===== src/rtl/edp_diag_reader_pkg.sv =====
`default_nettype none
// ============================================================================
//  Module : edp_diag_reader_pkg
//  Brief  : Shared types, constants and parity helper for the EDP
//           diagnostic read path.
//  Rev    : 1.0  initial release
// ============================================================================
package edp_diag_reader_pkg;

  // Sequencer states
  typedef enum logic [2:0] {
    ST_IDLE    = 3'd0,
    ST_SELECT  = 3'd1,
    ST_SETTLE  = 3'd2,
    ST_CAPTURE = 3'd3,
    ST_GAP     = 3'd4,
    ST_DONE    = 3'd5
  } edp_diag_state_t;

  // Diagnostic read function group 120..127 (octal)
  localparam logic [7:0] DIAG_FUNC_BASE = 8'o120;

  // EBUS word, KL10 bit numbering: bit 0 is the MSB
  typedef logic [0:35] ebus_word_t;

  // Odd parity: returns the bit that makes the total count of ones odd
  function automatic logic odd_parity(input ebus_word_t w);
    return ~(^w);
  endfunction

endpackage : edp_diag_reader_pkg
`default_nettype wire


===== src/rtl/edp_diag_reader_snapbuf.sv =====
`default_nettype none
// ============================================================================
//  Module : edp_diag_snapbuf
//  Brief  : 8 x 36 snapshot register file, one write port, one
//           combinational read port, synchronous clear.
//  Rev    : 1.0  initial release
// ============================================================================
module edp_diag_snapbuf
  import edp_diag_reader_pkg::*;
(
  input  logic       clk,
  input  logic       rst,
  input  logic       i_we,
  input  logic [2:0] i_wr_idx,
  input  ebus_word_t i_wr_data,
  input  logic [2:0] i_rd_idx,
  output ebus_word_t o_rd_data
);

  ebus_word_t mem_q [8];
  ebus_word_t mem_d [8];

  // Next contents: write the addressed entry, hold the rest
  always_comb begin
    mem_d = mem_q;
    if (i_we) begin
      mem_d[i_wr_idx] = i_wr_data;
    end
  end

  // Storage with synchronous clear of every entry
  always_ff @(posedge clk) begin
    if (rst) begin
      for (int i = 0; i < 8; i++) begin
        mem_q[i] <= '0;
      end
    end else begin
      mem_q <= mem_d;
    end
  end

  assign o_rd_data = mem_q[i_rd_idx];

endmodule : edp_diag_snapbuf
`default_nettype wire


===== src/rtl/edp_diag_reader.sv =====
`default_nettype none
// ============================================================================
//  Module : edp_diag_reader
//  Brief  : Diagnostic read sequencer for the EBOX data path. Selects read
//           functions 120-127, waits a settle time, captures EBUS; single
//           reads or an eight-function sweep into a snapshot buffer.
//  Rev    : 1.0  initial release
// ============================================================================
module edp_diag_reader
  import edp_diag_reader_pkg::*;
#(
  parameter int SETTLE_CYCLES = 2,
  parameter int HOLD_CYCLES   = 1
) (
  input  logic       clk_h,
  input  logic       crobar_h,
  input  logic       req_h,
  input  logic       sweep_h,
  input  logic [2:0] func_h,
  output logic       busy_h,
  output logic       done_h,
  output ebus_word_t rd_data_h,
  output logic       rd_par_h,
  input  logic [2:0] snap_idx_h,
  output ebus_word_t snap_data_h,
  output logic       diag_read_func_12x_h,
  output logic       diag_04_a_h,
  output logic       diag_05_a_h,
  output logic       diag_06_a_h,
  input  ebus_word_t ebus_d_h
);

  localparam logic [3:0] SETTLE_LOAD = 4'(SETTLE_CYCLES - 1);
  localparam logic [3:0] HOLD_LOAD   = (HOLD_CYCLES > 0) ? 4'(HOLD_CYCLES - 1) : 4'd0;

  edp_diag_state_t state_q, state_d;
  logic [3:0]      cnt_q, cnt_d;
  logic [2:0]      func_q, func_d;
  logic            sweep_q, sweep_d;
  ebus_word_t      rd_data_q, rd_data_d;
  logic            rd_par_q, rd_par_d;
  logic            busy_q, busy_d;
  logic            done_q, done_d;
  logic            f12x_q, f12x_d;
  logic [2:0]      sel_q, sel_d;
  logic            snap_we;

  // State and datapath registers; crobar clears everything including outputs
  always_ff @(posedge clk_h) begin
    if (crobar_h) begin
      state_q   <= ST_IDLE;
      cnt_q     <= '0;
      func_q    <= '0;
      sweep_q   <= 1'b0;
      rd_data_q <= '0;
      rd_par_q  <= 1'b1;
      busy_q    <= 1'b0;
      done_q    <= 1'b0;
      f12x_q    <= 1'b0;
      sel_q     <= '0;
    end else begin
      state_q   <= state_d;
      cnt_q     <= cnt_d;
      func_q    <= func_d;
      sweep_q   <= sweep_d;
      rd_data_q <= rd_data_d;
      rd_par_q  <= rd_par_d;
      busy_q    <= busy_d;
      done_q    <= done_d;
      f12x_q    <= f12x_d;
      sel_q     <= sel_d;
    end
  end

  // Next-state, counters, function number and capture path
  always_comb begin
    state_d   = state_q;
    cnt_d     = cnt_q;
    func_d    = func_q;
    sweep_d   = sweep_q;
    rd_data_d = rd_data_q;
    rd_par_d  = rd_par_q;
    snap_we   = 1'b0;
    case (state_q)
      ST_IDLE: begin
        if (req_h) begin
          sweep_d = sweep_h;
          func_d  = sweep_h ? 3'd0 : func_h;
          state_d = ST_SELECT;
        end
      end
      ST_SELECT: begin
        cnt_d   = SETTLE_LOAD;
        state_d = ST_SETTLE;
      end
      ST_SETTLE: begin
        if (cnt_q == 4'd0) begin
          state_d = ST_CAPTURE;
        end else begin
          cnt_d = cnt_q - 4'd1;
        end
      end
      ST_CAPTURE: begin
        rd_data_d = ebus_d_h;
        rd_par_d  = odd_parity(ebus_d_h);
        snap_we   = sweep_q;
        if (!sweep_q || (func_q == 3'd7)) begin
          state_d = ST_DONE;
        end else begin
          func_d = func_q + 3'd1;
          if (HOLD_CYCLES > 0) begin
            cnt_d   = HOLD_LOAD;
            state_d = ST_GAP;
          end else begin
            state_d = ST_SELECT;
          end
        end
      end
      ST_GAP: begin
        if (cnt_q == 4'd0) begin
          state_d = ST_SELECT;
        end else begin
          cnt_d = cnt_q - 4'd1;
        end
      end
      ST_DONE: begin
        state_d = ST_IDLE;
      end
      default: begin
        state_d = ST_IDLE;
      end
    endcase
  end

  // Registered outputs decoded from the next state so they line up with it;
  // select lines update on entry to SELECT and otherwise hold
  always_comb begin
    busy_d = (state_d != ST_IDLE);
    done_d = (state_d == ST_DONE);
    f12x_d = (state_d == ST_SELECT) || (state_d == ST_SETTLE) || (state_d == ST_CAPTURE);
    sel_d  = (state_d == ST_SELECT) ? func_d : sel_q;
  end

  edp_diag_snapbuf u_snapbuf (
    .clk       (clk_h),
    .rst       (crobar_h),
    .i_we      (snap_we),
    .i_wr_idx  (func_q),
    .i_wr_data (ebus_d_h),
    .i_rd_idx  (snap_idx_h),
    .o_rd_data (snap_data_h)
  );

  assign busy_h               = busy_q;
  assign done_h               = done_q;
  assign rd_data_h            = rd_data_q;
  assign rd_par_h             = rd_par_q;
  assign diag_read_func_12x_h = f12x_q;
  assign diag_04_a_h          = sel_q[2];
  assign diag_05_a_h          = sel_q[1];
  assign diag_06_a_h          = sel_q[0];

endmodule : edp_diag_reader
`default_nettype wire


===== config.mk =====
export PLATFORM = sky130hd
export DESIGN_NAME = edp_diag_reader
export DESIGN_NICKNAME = d
export VERILOG_FILES = /design/src/rtl/edp_diag_reader_pkg.sv /design/src/rtl/edp_diag_reader_snapbuf.sv /design/src/rtl/edp_diag_reader.sv
export SDC_FILE = /design/constraint.sdc
export NUM_CORES = 1
export LEC_CHECK = 0
export BUFFER_PORTS_ARGS = -buffer_cell sky130_fd_sc_hd__clkbuf_2
export CAP_MARGIN = 20
export CORE_MARGIN = 3
export CORE_UTILIZATION = 40
export DETAILED_ROUTE_END_ITERATION = 16
export PLACE_DENSITY = 0.68
export SLEW_MARGIN = 20
export SYNTH_ARGS = -nofsm -noshare
export SYNTH_HDL_FRONTEND = slang
export SYNTH_HIERARCHICAL = 1
export SYNTH_SLANG_ARGS = --single-unit

===== constraint.sdc =====
create_clock -name clk_h -period 2.3 [get_ports clk_h]
set_clock_uncertainty 0.1 [all_clocks]
set_input_delay 0 -clock clk_h [delete_from_list [all_inputs] [get_ports clk_h]]
set_output_delay 0 -clock clk_h [all_outputs]
set_load 0.02 [all_outputs]

==> out/qor.yml, run 1 <==
worst_hold_path:
  hp-class: "in -> reg"
  hold_start: "func_h[0]"
cells_and_area:
  final_util: 0.478
  final_common_cell: "nand2_1"
  nets: 1869
  final_cell_mix: "nand2_1 (654), dfxtp_1 (342), a21oi_1 (332), clkbuf_2 (121), mux4_2 (62)"
  drive_gt1_frac: 0.197
  num_antenna_cells: 0
  fill_cells: 3398
  final_cell_area_um2: 17500
  area_growth_pct: 17.5
power_and_ir_drop:
  p_int_mw: 10.7
  switching_share: 0.251
  leakagePower_nw: 6.18
  clockPowerShare: 0.442
  combPwrFrac: 0.125
  power.density_nw_per_um2: 814
  peakVddDrop_mv: 0.485
  p_sw_mw: 3.58
  seqPwrFrac: 0.433
setup_path:
  crit_path_top_delay_cell: "dlygate4sd3_1"
  critical_path.cell_chain: "ha_1 > ha_1 > nand2b_1 > nor2_1 > nor2b_1 > nand2_1 > a21oi_1 > dlygate4sd3_1"
  path_depth: 8
  r2r_start: "func_q[0]$_SDFF_PP0_"
  cp_max_fo: 5
  end_kind: "flip-flop"
  required_ps: 2600
  ff2ff_path_depth: 8
  reg2reg_slack_ps: 170
  worstSetupStartpointType: "flip-flop"
  crit_type: "reg -> reg"
  crit_path_frequent_cell: "ha_1"
  crit_end: "func_q[1]$_SDFF_PP0_"
  worstPathArrival_ps: 2440
  crit_buf_inv: 1
  setup.worst_path.start: "func_q[0]$_SDFF_PP0_"
  worstReg2RegEnd: "func_q[1]$_SDFF_PP0_"
  path_delay_family: "simple AND/OR/NAND/NOR gates"
  max_stage_delay_ps: 550
synthesis:
  synth-simple-area-share: 0.192
  synth-seq-cells: 342
  syn-cell-area_um2: 14900
  avgSynthCellArea_um2: 8.69
  synth_fa_ha_area_frac: 0.00335
  ys_warn_count: 6
  synthesis.nets: 1770
  synth_ff_type: "dfxtp_1"
  synth_compound_gate_area_share: 0.118
  seq_area_frac_synth: 0.458
  async_flop_share: 0
  synth_cell_types: 51
  synth-edff-count: 0
  synth_top_family_by_area: "simple AND/OR/NAND/NOR gates"
  syn_inst: 1720
  yosys.area_share.xor_xnor: 0.0226
  synthMuxAreaShare: 0.140
grt:
  grt_pass1_vias: 11935
  grt_pass1_wl_mm: 65.3
  grt-ovfl-total: 0
  antenna_found_initial: 2
  grt_max_degree: 123
  grt_use_total: 0.207
sta:
  finalCriticalPeriod_ps: 2130
  worst_pin_slew_ps: 572
  hold_viol: 0
  slew_viol_final: 0
  fin_crit_sh: 0.927
  setup-violations-final: 0
  fin_setup_tns_ps: 0
  clock.fmax_mhz: 469
  rsz0062_at_grt: "no"
  max_slew_margin: 0.619
detailed_routing:
  vias_per_cell: 5.37
  drt_iter0_drc: 1052
  antenna_left: 0
  wirelength_mm: 42.1
  drc: 0
  wl_per_cell_um: 18.2
  via_count: 12409
  first_pass_iters: 5
cts:
  clock-sinks: 342
  root_buffer: "clkbuf_16"
  cts_buffers: 37
  insertion_delay_ps: 520
  tritoncts: "done"
  path_clk_slew_ps: 60
  htree_levels: 2
  cts_setup_buffers: 0
  clock_path_buffers: 3
place:
  gp_congestion: 0.766
  hpwl_mm: 25.9
  place_area_um2: 15800
  port_buffers: 124
floorplanning:
  core_region_area_um2: 36700
  row_count: 70
  dieHeight_um: 199
  dieWidth_um: 199
  die-area_um2: 39700
  io_pins: 125
  start_util: 0.407
flow_run:
  cap_violations: 0
status:
  status: "completed"
[synthesized netlist by cell type, drive strengths merged (4+ instances only)]
library cell    n  area (µm²)
a21oi         332        1660
nand2b          4        25.0
mux4           72        1660
buf           110         754
nor3            7        35.0
nand2         655        2460
clkbuf         58         218
xnor2          31         272
dfxtp         342        6850
xor2            5        43.8
mux2           36         405
nor2           15        56.3
ha              4        50.1
[layer usage]
metal,wire [µm],track usage,vias to the layer above
met5,23,0,-
li1,-,-,5924
met4,778,0.0510,4
met2,20300,0.348,411
met3,2770,0.0337,66
met1,18200,0.280,6004
[through the flow]
| step | hold slack [ps] | instances | total power, mW | setup WS (ps) |
|---|---|---|---|---|
| global placement | 192 | 2203 | 7.99 | 293 |
| floorplan | 36.0 | 1720 | 7.53 | 240 |
| global route | 271 | 2312 | 14.8 | 13.5 |
| finish | 249 | 2312 | 14.3 | 168 |
| CTS | 236 | 2312 | 14.4 | 173 |
| detailed placement | 203 | 2203 | 8.02 | 188 |
[worst reg2reg max path, stage by stage (launching register included)]
cell,delay [ps]
dfxtp_1,310
ha_1,200
ha_1,170
nand2b_1,210
nor2_1,220
nor2b_1,110
nand2_1,100
a21oi_1,60
dlygate4sd3_1,550
[registers in the layout, summed over array words and instances, names as in the netlist]
name,count
busy_h,1
cnt_q,4
diag_read_func_12x_h,1
done_h,1
func_q,3
rd_data_h,36
rd_par_h,1
sel_q,3
state_q,3
sweep_q,1
u_snapbuf/mem_q,288
[worst min path at each step]
stage	to	slack (ps)	depth (start not counted)
2_1_floorplan	rd_data_h[0]$_SDFFE_PP0P_	40	2
3_3_place_gp	sweep_q$_SDFFE_PP0P_	190	3
3_5_place_dp	sweep_q$_SDFFE_PP0P_	200	3
4_1_cts	func_q[0]$_SDFF_PP0_	240	4
5_1_grt	func_q[0]$_SDFF_PP0_	270	4
6_report	func_q[0]$_SDFF_PP0_	250	4
[power by group through the flow]
stage	registers [mW]	logic, mW	clock network, mW
after global placement	6.31	1.68	0
after CTS	6.19	1.78	6.42
after global routing	6.20	1.95	6.66
after floorplan	6.42	1.10	0
after detailed placement	6.31	1.71	0
final	6.19	1.78	6.32
[repair_timing]
item / CTS / global route
gates resized for setup: 0 / 2
hold buffers: 45 / 0
endpoints found under the setup margin: 0 / 2
endpoints found under the hold margin: 340 / 0
[logic make-up (layout without fill, tap and decap cells)]
group                    after synthesis  after routing
AO/OA/AOI/OAI                        345            345
XOR/XNOR                              37             37
adder cells (fa/ha/maj)                4              4
buffers and inverters                171            295
flip-flops                           342            342
multiplexers                         110            110
AND/OR/NAND/NOR                      711            711
[area by class of cell]
type	instances	area [µm²]	area share
inverter	3	11.3	0.000642
clock inverter	16	236	0.0135
tap	468	586	0.0334
clock buffer	48	1060	0.0604
timing repair buffer	228	1670	0.0950
sequential	342	6850	0.390
multi-input combinational	1207	7140	0.407
Note: power is estimated with default switching activity, not from simulation.
==> run 2, diff against run 1 <==
- CORE_MARGIN: 3 -> 1
==> out/qor.yml, run 2 (synthesized netlist as in run 1, its figures left out) <==
status:
  status: "completed"
detailed_routing:
  via_count: 12417
  vias_per_cell: 5.36
  antenna_left: 0
  wirelength_mm: 42.0
  drt_iter0_drc: 1003
  drc: 0
  first_pass_iters: 5
  wl_per_cell_um: 18.1
grt:
  top_usage_layer: "met2"
  grt-ovfl-total: 0
  grt_max_degree: 90
  grt_pass1_wl_mm: 67.0
  grt.met2_usage: 0.369
  antenna_found_initial: 1
  grt_pass1_vias: 12089
  grt_use_total: 0.221
  met1_usage: 0.299
  grtUsageMet3: 0.0326
cts:
  cts_buffers: 38
  insertion_delay_ps: 520
  tritoncts: "done"
  htree_levels: 2
  root_buffer: "clkbuf_16"
  path_clk_slew_ps: 60
  clock-sinks: 342
  clock_path_buffers: 3
cells_and_area:
  final_util: 0.476
  instances_no_fill: 2315
  final_cell_mix: "nand2_1 (654), dfxtp_1 (342), a21oi_1 (332), clkbuf_2 (121), mux4_2 (62)"
  regMostFlops: "u_snapbuf/mem_q"
  num_antenna_cells: 0
  final_cell_area_um2: 17500
  nets: 1868
  largest_reg_flops: 288
  area_growth_pct: 16.8
  drive_gt1_frac: 0.193
  final_common_cell: "nand2_1"
setup_path:
  reg2reg_slack_ps: 190
  setup.worst_path.start: "func_q[0]$_SDFF_PP0_"
  crit_end: "func_q[2]$_SDFF_PP0_"
  r2r_start: "func_q[0]$_SDFF_PP0_"
  crit_type: "reg -> reg"
  required_ps: 2600
  worstSetupStartpointType: "flip-flop"
  cp_max_fo: 5
  end_kind: "flip-flop"
  worstPathArrival_ps: 2410
  ff2ff_path_depth: 8
  worstReg2RegEnd: "func_q[2]$_SDFF_PP0_"
sta:
  clock.fmax_mhz: 474
  fin_crit_sh: 0.917
  hold_viol: 0
  rsz0062_at_grt: "no"
  max_slew_margin: 0.632
  fin_setup_tns_ps: 0
  slew_viol_final: 0
  finalCriticalPeriod_ps: 2110
  fin_ws_ps: 192
  hold_ws_ps: 247
  setup-violations-final: 0
  worst_pin_slew_ps: 553
floorplanning:
  row_count: 70
  dieWidth_um: 195
  start_util: 0.407
  die-area_um2: 38100
  io_pins: 125
  dieHeight_um: 195
  core_region_area_um2: 36700
place:
  place_area_um2: 15800
  hpwl_mm: 25.7
  dp_slack_ps: 211
  port_buffers: 124
  gp_congestion: 0.753
  place_inst: 2201
power_and_ir_drop:
  power.density_nw_per_um2: 790
  finalPower_mw: 13.8
  leakagePower_nw: 6.12
  peakVddDrop_mv: 0.582
flow_run:
  cap_violations: 0
worst_hold_path:
  hp-class: "in -> reg"
run 2: worst min-delay path by stage:
stage,startpoint,end,cells past startpoint
6_report,func_h[0],func_q[0]$_SDFF_PP0_,4
5_1_grt,func_h[0],func_q[0]$_SDFF_PP0_,4
4_1_cts,func_h[0],func_q[0]$_SDFF_PP0_,4
3_5_place_dp,sweep_h,sweep_q$_SDFFE_PP0P_,3
3_3_place_gp,sweep_h,sweep_q$_SDFFE_PP0P_,3
2_1_floorplan,ebus_d_h[0],rd_data_h[0]$_SDFFE_PP0P_,2
run 2: timing repair:
item,in CTS,in global routing
hold buffers,45,0
resized for setup,0,2
hold endpoints to repair,341,0
setup buffers,0,0
setup endpoints to repair,0,3
run 2: critical path, cell delays in order, from the launching register on:
cell	delay (ps)
dfxtp_1	310
ha_1	200
ha_1	170
nand2b_1	220
nor2_2	170
nor2b_1	90
nand2_1	90
a21oi_1	70
dlygate4sd3_1	590
run 2: routing by layer:
metal | up-vias | share of wire
met3 | 54 | 0.060
li1 | 5940 | -
met2 | 381 | 0.48
met1 | 6040 | 0.45
met5 | - | 0.00029
met4 | 2 | 0.017
run 2: area by class of cell:
cell class	instances	area, µm²
Timing Repair Buffer	226	1660
Clock inverter	8	66.3
Tap cell	468	586
Inverter	3	11.3
Sequential cell	342	6850
Fill cell	3397	19200
Clock buffer	61	1140
Multi-Input combinational cell	1207	7140
run 2: power breakdown:
part | internal (mW) | total, mW | switching [mW]
Clock | 3.40 | 5.82 | 2.41
Combinational | 0.709 | 1.79 | 1.08
Sequential | 6.08 | 6.18 | 0.0991
Total | 10.2 | 13.8 | 3.59
